### src/rtl/timer.sv
// DIV/TIMA/TMA/TAC timer block: reads are combinational; writes commit on t_cycle==3.
// TIMA overflow reads 00 for four clocks, then reloads from TMA and pulses irq_timer for one clock.
module timer #(
  parameter logic [15:0] BASE_ADDR = 16'hFF04
) (
  input  logic        clk,
  input  logic        reset,
  input  logic [1:0]  t_cycle,
  input  logic [15:0] mem_addr,
  input  logic        mem_enable,
  input  logic        mem_write,
  input  logic [7:0]  mem_data_in,
  output logic [7:0]  mem_data_out,
  output logic        mem_hit,
  output logic        irq_timer
);

  localparam logic [0:0] IDLE = 1'b0;
  localparam logic [0:0] OVF  = 1'b1;

  logic [15:0] counter;
  logic [7:0]  tima;
  logic [7:0]  tma;
  logic [2:0]  tac;
  logic [0:0]  state;
  logic [1:0]  delay;
  logic        sig;
  logic        sig_q;
  logic        tick;
  logic        tap;
  logic [15:0] offset;
  logic        commit;
  logic        wr_div;
  logic        wr_tima;
  logic        wr_tma;
  logic        wr_tac;

  // Modular subtraction keeps the range check correct even when BASE_ADDR sits near FFFF.
  assign offset  = mem_addr - BASE_ADDR;
  assign mem_hit = (offset < 16'd4);

  always_comb begin
    mem_data_out = 8'hFF;
    if (mem_hit) begin
      case (offset[1:0])
        2'd0:    mem_data_out = counter[15:8];
        2'd1:    mem_data_out = tima;
        2'd2:    mem_data_out = tma;
        default: mem_data_out = {5'b11111, tac};
      endcase
    end
  end

  assign commit  = mem_enable & mem_write & mem_hit & (t_cycle == 2'd3);
  assign wr_div  = commit & (offset[1:0] == 2'd0);
  assign wr_tima = commit & (offset[1:0] == 2'd1);
  assign wr_tma  = commit & (offset[1:0] == 2'd2);
  assign wr_tac  = commit & (offset[1:0] == 2'd3);

  always_comb begin
    case (tac[1:0])
      2'b00:   tap = counter[9];
      2'b01:   tap = counter[3];
      2'b10:   tap = counter[5];
      default: tap = counter[7];
    endcase
  end

  // Falling-edge detect on the gated tap; DIV clears and TAC changes can fire it too.
  assign sig  = tac[2] & tap;
  assign tick = sig_q & ~sig;

  always_ff @(posedge clk) begin
    if (reset) begin
      counter <= 16'h0000;
      sig_q   <= 1'b0;
      tma     <= 8'h00;
      tac     <= 3'b000;
    end else begin
      counter <= wr_div ? 16'h0000 : counter + 16'd1;
      sig_q   <= sig;
      if (wr_tma) tma <= mem_data_in;
      if (wr_tac) tac <= mem_data_in[2:0];
    end
  end

  always_ff @(posedge clk) begin
    if (reset) begin
      state     <= IDLE;
      delay     <= 2'd0;
      tima      <= 8'h00;
      irq_timer <= 1'b0;
    end else begin
      irq_timer <= 1'b0;
      case (state)
        IDLE: begin
          if (wr_tima) begin
            tima <= mem_data_in;
          end else if (tick) begin
            if (tima == 8'hFF) begin
              tima  <= 8'h00;
              state <= OVF;
              delay <= 2'd0;
            end else begin
              tima <= tima + 8'd1;
            end
          end
        end
        OVF: begin
          // The reload edge outranks a TIMA write but picks up a same-edge TMA write.
          if (delay == 2'd3) begin
            tima      <= wr_tma ? mem_data_in : tma;
            irq_timer <= 1'b1;
            state     <= IDLE;
            delay     <= 2'd0;
          end else if (wr_tima) begin
            tima  <= mem_data_in;
            state <= IDLE;
            delay <= 2'd0;
          end else begin
            delay <= delay + 2'd1;
          end
        end
        default: state <= IDLE;
      endcase
    end
  end

endmodule

### config.mk
export PLATFORM = sky130hd
export DESIGN_NAME = timer
export DESIGN_NICKNAME = d
export VERILOG_FILES = /design/src/rtl/timer.sv
export SDC_FILE = /design/constraint.sdc
export NUM_CORES = 1
export LEC_CHECK = 0
export ABC_CLOCK_PERIOD_IN_PS = 2000
export CAP_MARGIN = 10
export CORE_UTILIZATION = 57
export DETAILED_ROUTE_END_ITERATION = 8
export DONT_BUFFER_PORTS = 1
export PLACE_DENSITY_LB_ADDON = 0.25
export SLEW_MARGIN = 40
export SYNTH_ARGS = -nofsm -noshare
export SYNTH_HDL_FRONTEND = slang
export SYNTH_SLANG_ARGS = --single-unit
### constraint.sdc
create_clock -name clk -period 2 [get_ports clk]
set_input_delay 0.5 -clock clk [delete_from_list [all_inputs] [get_ports clk]]
set_output_delay 0.5 -clock clk [all_outputs]
set_load 0.02 [all_outputs]
* Yosys cells after proc, flatten, opt, wreduce, memory -nomap -nowiden *
Index checks and enable logic that the tools add are counted.

word-level totals
  flip-flop bits (word level) = 40
  input bits = 30
  output and inout bits = 10

cells by class
  $add $sub $neg = 4
  order comparisons = 1
  eq/ne operators = 13
  multiplexer cells = 23
  bitwise logic cells = 11
  reduce and logical (&&, ||, !) cells = 6

operators with widths
  operator                                                                        number
  8-bit 2-to-1 mux                                                                7
  8-bit case mux with 3 select lines                                              1
  16-bit by 1-bit adder with 16-bit output (second input constant)                1
  16-bit by 3-bit less-than comparator with 1-bit output (second input constant)  1
  8-bit case mux with 2 select lines                                              1
  16-bit subtractor (second input constant)                                       1
  2-bit == test (second input constant)                                           5
  2-bit 2-to-1 mux                                                                5
  1-bit AND                                                                       9
  8-bit by 1-bit adder with 8-bit output (second input constant)                  1
  8-bit == test (second input constant)                                           1
  1-bit 2-to-1 mux                                                                6
  2-bit inequality test (second input constant)                                   3
  2-bit by 1-bit == test with 1-bit output (second input constant)                2
  2-bit zero test                                                                 2
  2-bit case mux with 2 select lines                                              1
  2-bit OR reduction                                                              2
  3-bit by 1-bit inequality test with 1-bit output (second input constant)        1
  3-bit inequality test (second input constant)                                   1
  1-bit case mux with 3 select lines                                              1
  3-bit AND reduction                                                             1
  2-bit by 1-bit adder with 2-bit output (second input constant)                  1
  1-bit inverter                                                                  2
  1-bit case mux with 2 select lines                                              1
  2-bit AND reduction                                                             1

* Depth between registers and ports, before layout *
Gate-level depths: netlist of run 1.

  depth after elaboration = 8
  gate-level depth with buffers = 7

* Least setup slack after synthesis of run 1 *
No wires, ideal clock.

  path kind = input -> output
  start = input mem_addr[5]
  end = output mem_data_out[2]
  data arrival time = 1.730 ns
  required time = 1.500 ns
  slack = -0.230 ns
  stages on the path = 5
  buffers on the path = 1
  cell sequence = or3b_4 -> nor2_4 -> and4b_1 -> buf_2 -> nand2b_1

on the way
  cells in the longest elaborated chain, start to end = 3

ends and longest elaborated chain
  element                                                 line  RTL
  start: declaration                                      9     input logic [15:0] mem_addr,
  16-bit subtractor                                       39    assign offset = mem_addr - BASE_ADDR;
  16-bit by 3-bit less-than comparator with 1-bit output  40    assign mem_hit = (offset < 16'd4);
  named net mem_hit                                       14    output logic mem_hit,
  8-bit 2-to-1 mux                                        44    if (mem_hit) begin
  end: declaration                                        13    output logic [7:0] mem_data_out,

The timed path passes the listed nets, and every way through them passes these cells.

* Worst setup path after layout of run 1 *
  start = input mem_addr[5]
  end = output mem_data_out[5]

on the way
  cells in the longest elaborated chain, start to end = 3

ends and longest elaborated chain
  element                                                 line
  16-bit subtractor                                       39
  16-bit by 3-bit less-than comparator with 1-bit output  40
  8-bit 2-to-1 mux                                        44

No other way between the ends.

==> run_results.csv, run 1 <==
group,metric,value,unit
routing,drt_wl_total,5.724,mm
sta,tightest_slew,447.1,ps
sta,setup_violations,6,
synthesis,synth-xor-area-share,6.306,%
place,dpl_cell_area,2529,um2
power,power_frac_seq,56.8,%
sta,maxSlewHeadroom,69.96,%
cells_and_area,areaGrowthSynthToFinish,12.35,%
power,internal_power,1105,uW
synthesis,yosys.area_share.adder,1.590,%
power,power_density,536.0,nW/um2
synthesis,synth_seq_cells,40,
place,dp.final_hpwl,4.299,mm
synthesis,synth-simple-area-share,27.77,%
routing,via_count,2223,
die,pin_count,40,
setup_path,critical_path_class,"in -> out",
clocking,cts_root_buffer,"clkbuf_8",
synthesis,synthCells,284,
setup_path,r2r_end,"tima[0]",
synthesis,ys_seq_area_share,33.92,%
min_path,worstHoldPathType,"in -> reg",
sta,final_hold_viol_count,0,
sta,skew,2.283,ps
status,violations,"setup timing",
place,gp_congestion,0.9198,
die,rows,23,
cells_and_area,nFillCells,340,
sta,fin_crit,2060,ps
min_path,hp-start,"reset",
die,dieArea,4404,um2
setup_path,critPathLaunchType,"input pin",
synthesis,synth_warnings,0,
clocking,clockBufferDepth,2,
setup_path,worstReg2RegStart,"tac[1]",
routing,drt_iter0_markers,193,
clocking,cts_sinks,40,
synthesis,synth_area,2361,um2
power,power.combinational.fraction,3.9,%
clocking,clk_pin_slew,80,ps
setup_path,required,1500,ps
place,dp_slack,-86.95,ps
grt,grt_overflow,0,
cells_and_area,drive_above_1_share,17.06,%
grt,antenna_found_initial,0,
die,die_x,66.36,um
sta,rsz0062_at_grt,"yes",
routing,routed_via_density,6.370,
cells_and_area,fin_nets,331,
sta,worst_slack,-59.62,ps
clocking,clk_latency,300,ps
power,worst_ir_drop_vdd,0.3756,mV
synthesis,synth_edf_count,0,
synthesis,synth_most_common_cell,"dfxtp_1",
sta,fmax,0.4855,GHz
power,p_sw_share,22.32,%
setup_path,rrSetupSlack,110,ps
die,initial_core_util,59.02,%
synthesis,synth_top_family_by_area,"simple AND/OR/NAND/NOR gates",
setup_path,crit_path_end_kind,"output pin",
cells_and_area,stdcell_area,2653,um2
synthesis,yosysTopAreaCell,"dfxtp_1",
cells_and_area,register_area,800.8,um2
clocking,cts_tree,"built",
die,die_y,66.36,um
min_path,min_delay_path_depth,1,
power,power.total,1422,uW
synthesis,synthesis.nets,317,
sta,worst_hold_slack,259.7,ps
sta,drv_slew,0,
sta,fin_crit_sh,103.0,%
routing,wl_per_cell,16.40,um
synthesis,synth.distinct_cells,56,
clocking,cts_made_buffers,5,
grt,grt_pass1_vias,1925,
grt,grt_max_degree,26,
die,placeableCoreArea,4000,um2
grt,grtUsageTotal,27.71,%
cells_and_area,multi_input_area,1478,um2
power,leakagePower,0.0009524,uW
setup_path,critPathMaxFanout,9,
synthesis,avgSynthCellArea,8.313,um2
status,status,"finished with violations",
routing,antenna_left,0,
power,power_frac_clock,39.3,%
routing,firstDrtPassIters,5,
synthesis,synthTopCellsByCount,"dfxtp_1 (40), nand2_1 (37), nor2_1 (28)",
flow_run,cap_viol_max_count,0,
min_path,min_to,"tac[1]",
clocking,h-tree-depth,2,
setup_path,rr_worst_depth,5,
setup_path,cp.arrival,1560,ps
synthesis,synth.area.mux_share,6.783,%
routing,drc,0,
grt,grt_pass1_wl,9.059,mm
synthesis,synth_compound_area_share,19.24,%
place,io_buffer_count,0,
cells_and_area,fin_util,66.31,%
synthesis,async_reset_ff_share,0,%
cells_and_area,diodes,0,
synthesis,synth.area.top_cells,"dfxtp_1 (34%), nand2_1 (5.9%), nor2_1 (4.5%), a21oi_1 (4.2%), xor2_1 (3.7%)",
synthesis,yosys.area.top_type_share,33.92,%
synthesis,ys.flop_type,"dfxtp_1",
clocking,cts_hold_buf,0,
power,switching_power,317.4,uW
state kept, by name, summed over array words and instances (netlist names):
register   cells
counter       16
tac            3
irq_timer      1
sig_q          1
tma            8
state          1
delay          2
tima           8
what timing repair did:
item / in CTS / in global routing
pin swaps: 0 / 1
setup endpoints to repair: 6 / 7
hold endpoints to repair: 0 / 0
setup buffers: 1 / 1
gates cloned: 0 / 0
resized for setup: 4 / 1
layout by cell type (no fill, tap or decap), types with 3 or more instances in the layout:
| cell | count |
|---|---|
| mux2_2 | 3 |
| buf_4 | 15 |
| nand2b_1 | 6 |
| nand2_1 | 32 |
| nand2_2 | 6 |
| buf_6 | 4 |
| nand4_1 | 9 |
| a31oi_1 | 6 |
| xor2_1 | 10 |
| a21oi_1 | 20 |
| nand3_1 | 15 |
| dfxtp_1 | 40 |
| ha_1 | 3 |
| nor3_1 | 8 |
| o22ai_1 | 5 |
| o21ai_0 | 5 |
| xnor2_1 | 7 |
| o221a_1 | 3 |
| clkbuf_8 | 6 |
| and3_1 | 7 |
| nor2_1 | 28 |
| inv_1 | 11 |
critical path, stage by stage:
cell     delay, ps
or3b_4         390
nor2_4          90
and4b_2        260
buf_6          190
nand2_2        120
power by group through the flow:
| stage | registers, uW | logic (uW) | clock network (uW) |
|---|---|---|---|
| 3_5_place_dp | 826 | 55.6 | 0 |
| 3_3_place_gp | 826 | 54.5 | 0 |
| 5_1_grt | 808 | 62.1 | 605 |
| 2_1_floorplan | 824 | 53.3 | 0 |
| 4_1_cts | 807 | 56.1 | 569 |
| 6_report | 807 | 55.6 | 559 |
worst max path at each step:
stage                            from         endpoint  slack [ps]  cells past startpoint
after global routing      mem_addr[5]  mem_data_out[0]        -100                      6
final                     mem_addr[5]  mem_data_out[5]         -60                      5
after floorplan           mem_addr[5]  mem_data_out[3]        -110                      5
after global placement    mem_addr[5]  mem_data_out[3]         -60                      5
after detailed placement  mem_addr[5]  mem_data_out[5]         -90                      5
after CTS                 mem_addr[5]  mem_data_out[1]         -70                      6
kinds of logic (layout without fill, tap and decap cells):
family,Yosys count,after routing
adder cells (fa/ha/maj),3,3
XOR/XNOR,17,17
AND/OR/NAND/NOR,128,128
AO/OA/AOI/OAI,62,62
buffers and inverters,24,39
flip-flops,40,40
multiplexers,10,10
metal layers:
metal | vias up | part of all wire, % | GRT usage (%)
li1 | 1060 | - | -
met2 | 111 | 46 | 42.86
met3 | 17 | 7.7 | 7.759
met5 | - | 0 | 0
met1 | 1035 | 44 | 36.62
met4 | 0 | 2.1 | 9.840
area by class of cell:
type | count | share of cell area, %
clock buffers | 6 | 3.113
clock inverters | 2 | 0.3774
inverters | 11 | 1.557
multi-input cells | 220 | 55.71
flip-flops and latches | 40 | 30.19
well taps | 50 | 2.358
repair buffers | 20 | 6.698
metrics by stage:
step | setup TNS [ps] | std cells
floorplan | -657.3 | 284
CTS | -397.7 | 348
detailed placement | -458.7 | 339
finish | -318.0 | 349
global placement | -294.8 | 339
global route | -525.1 | 349
No activity file was read; power rests on OpenSTA's default activity.
==> run 2, diff against run 1 <==
- SKIP_CTS_REPAIR_TIMING: unset -> 1
==> run_results.csv, run 2 (same netlist as run 1, synthesis figures left out) <==
group,metric,value,unit
setup_path,worst-path-buf-inv,1,
routing,drc,0,
cells_and_area,diodes,0,
cells_and_area,fin_nets,333,
routing,drt_wl_total,5.731,mm
clocking,cts_tree,"built",
power,power.combinational.fraction,4.0,%
place,dp_slack,-86.95,ps
setup_path,cp.arrival,1560,ps
power,power_density,531.5,nW/um2
clocking,cts_made_buffers,5,
clocking,h-tree-depth,2,
cells_and_area,largest_register,"counter",
status,status,"finished with violations",
routing,routed_via_density,6.282,
cells_and_area,layout_commonest_cell,"dfxtp_1",
power,power_frac_clock,39.3,%
setup_path,slowest_delay,390,ps
place,gp_congestion,0.9198,
cells_and_area,nFillCells,331,
place,dp.final_hpwl,4.299,mm
cells_and_area,largest_register_ffs,16,
routing,via_count,2205,
sta,rsz0062_at_grt,"yes",
die,dieArea,4404,um2
cells_and_area,multi_input_area,1486,um2
cells_and_area,reg_top3,"counter (16), tima (8), tma (8)",
power,worst_ir_drop_vdd,0.3760,mV
status,violations,"setup timing",
sta,drv_slew,0,
sta,worst_slack,-58.86,ps
setup_path,path_delay_family,"simple AND/OR/NAND/NOR gates",
clocking,clk_pin_slew,80,ps
power,power_frac_seq,56.8,%
setup_path,required,1500,ps
cells_and_area,final_cell_mix,"dfxtp_1 (40), nand2_1 (32), nor2_1 (28), a21oi_1 (20), buf_4 (17)",
clocking,cts_sinks,40,
die,die_y,66.36,um
die,placeableCoreArea,4000,um2
sta,tightest_slew,443.8,ps
power,switching_power,318.0,uW
cells_and_area,drive_above_1_share,17.28,%
sta,fmax,0.4857,GHz
die,pin_count,40,
die,initial_core_util,59.02,%
setup_path,cp_slowest_cell,"or3b_4",
setup_path,critPathLaunchType,"input pin",
clocking,cts_root_buffer,"clkbuf_8",
routing,wl_per_cell,16.33,um
grt,antenna_found_initial,0,
sta,final_hold_viol_count,0,
sta,fin_crit_sh,102.9,%
setup_path,critical_path_class,"in -> out",
cells_and_area,areaGrowthSynthToFinish,13.35,%
place,io_buffer_count,0,
die,die_x,66.36,um
setup_path,crit_path_end_kind,"output pin",
routing,firstDrtPassIters,4,
setup_path,worstPathCellList,"or3b_4 > nor2_4 > and4b_1 > buf_6 > nand2_2",
setup_path,critPathMaxFanout,9,
power,leakagePower,0.0009786,uW
power,p_sw_share,22.35,%
sta,skew,1.892,ps
sta,setup_violations,8,
grt,grt_max_degree,26,
sta,maxSlewHeadroom,70.18,%
grt,grtUsageTotal,27.67,%
flow_run,cap_viol_max_count,0,
cells_and_area,register_area,800.8,um2
die,rows,23,
power,internal_power,1105,uW
grt,grt_pass1_vias,1923,
sta,fin_crit,2059,ps
clocking,clockBufferDepth,2,
routing,antenna_left,0,
routing,drt_iter0_markers,243,
sta,worst_hold_slack,260.4,ps
grt,grt_pass1_wl,9.045,mm
min_path,worstHoldPathType,"in -> reg",
clocking,clk_latency,290,ps
grt,grt_overflow,0,
==> run 2: cell types whose count changed in the layout (fill, tap and decap cells not counted) <==
cell,delta
buf_4,+2
nand2_2,-2
nand2_4,+2
and4b_1,+1
and4b_2,-1
==> run 2: path summary, 6_finish.rpt <==
| check | start | end | slack [ps] | depth (start not counted) |
|---|---|---|---|---|
| worst max-delay path | mem_addr[5] | mem_data_out[5] | -60 | 5 |
| worst min-delay path | reset | tac[1] | 260 | 1 |
| worst max register to register | tac[1] | tima[0] | 100 | 5 |
| worst min register to register | tma[3] | tma[3] | 450 | 2 |
==> run 2: power groups by stage <==
stage	registers, uW	logic, uW	clock network, uW
global route	808	63.2	605
global placement	826	54.5	0
detailed placement	826	55.6	0
CTS	807	55.9	569
floorplan	824	53.3	0
finish	807	56.9	558
==> run 2: final cells by class <==
cell class | count | area share, %
Tap cell | 50 | 2.338
Sequential cell | 40 | 29.92
Multi-Input combinational cell | 220 | 55.54
Clock inverter | 2 | 0.3740
Inverter | 11 | 1.543
Clock buffer | 6 | 3.086
Timing Repair Buffer | 22 | 7.200
==> run 2: layer usage <==
metal,track usage [%],wire (um),up-vias
met5,0,0,-
met4,9.840,141,0
met3,7.759,507,18
met2,42.86,2637,116
met1,36.52,2444,1007
li1,-,-,1064
==> run 2: stage by stage <==
stage               area, um2  power (uW)  TNS, ps  instances  util, %
floorplan                2387       877.7   -657.3        284        -
global placement         2529       880.3   -294.8        339    63.22
detailed placement       2529       881.6   -458.7        339    63.22
CTS                      2621        1432   -491.4        347    65.53
global route             2676        1476   -741.3        351    66.91
finish                   2676        1422   -345.9        351    66.91
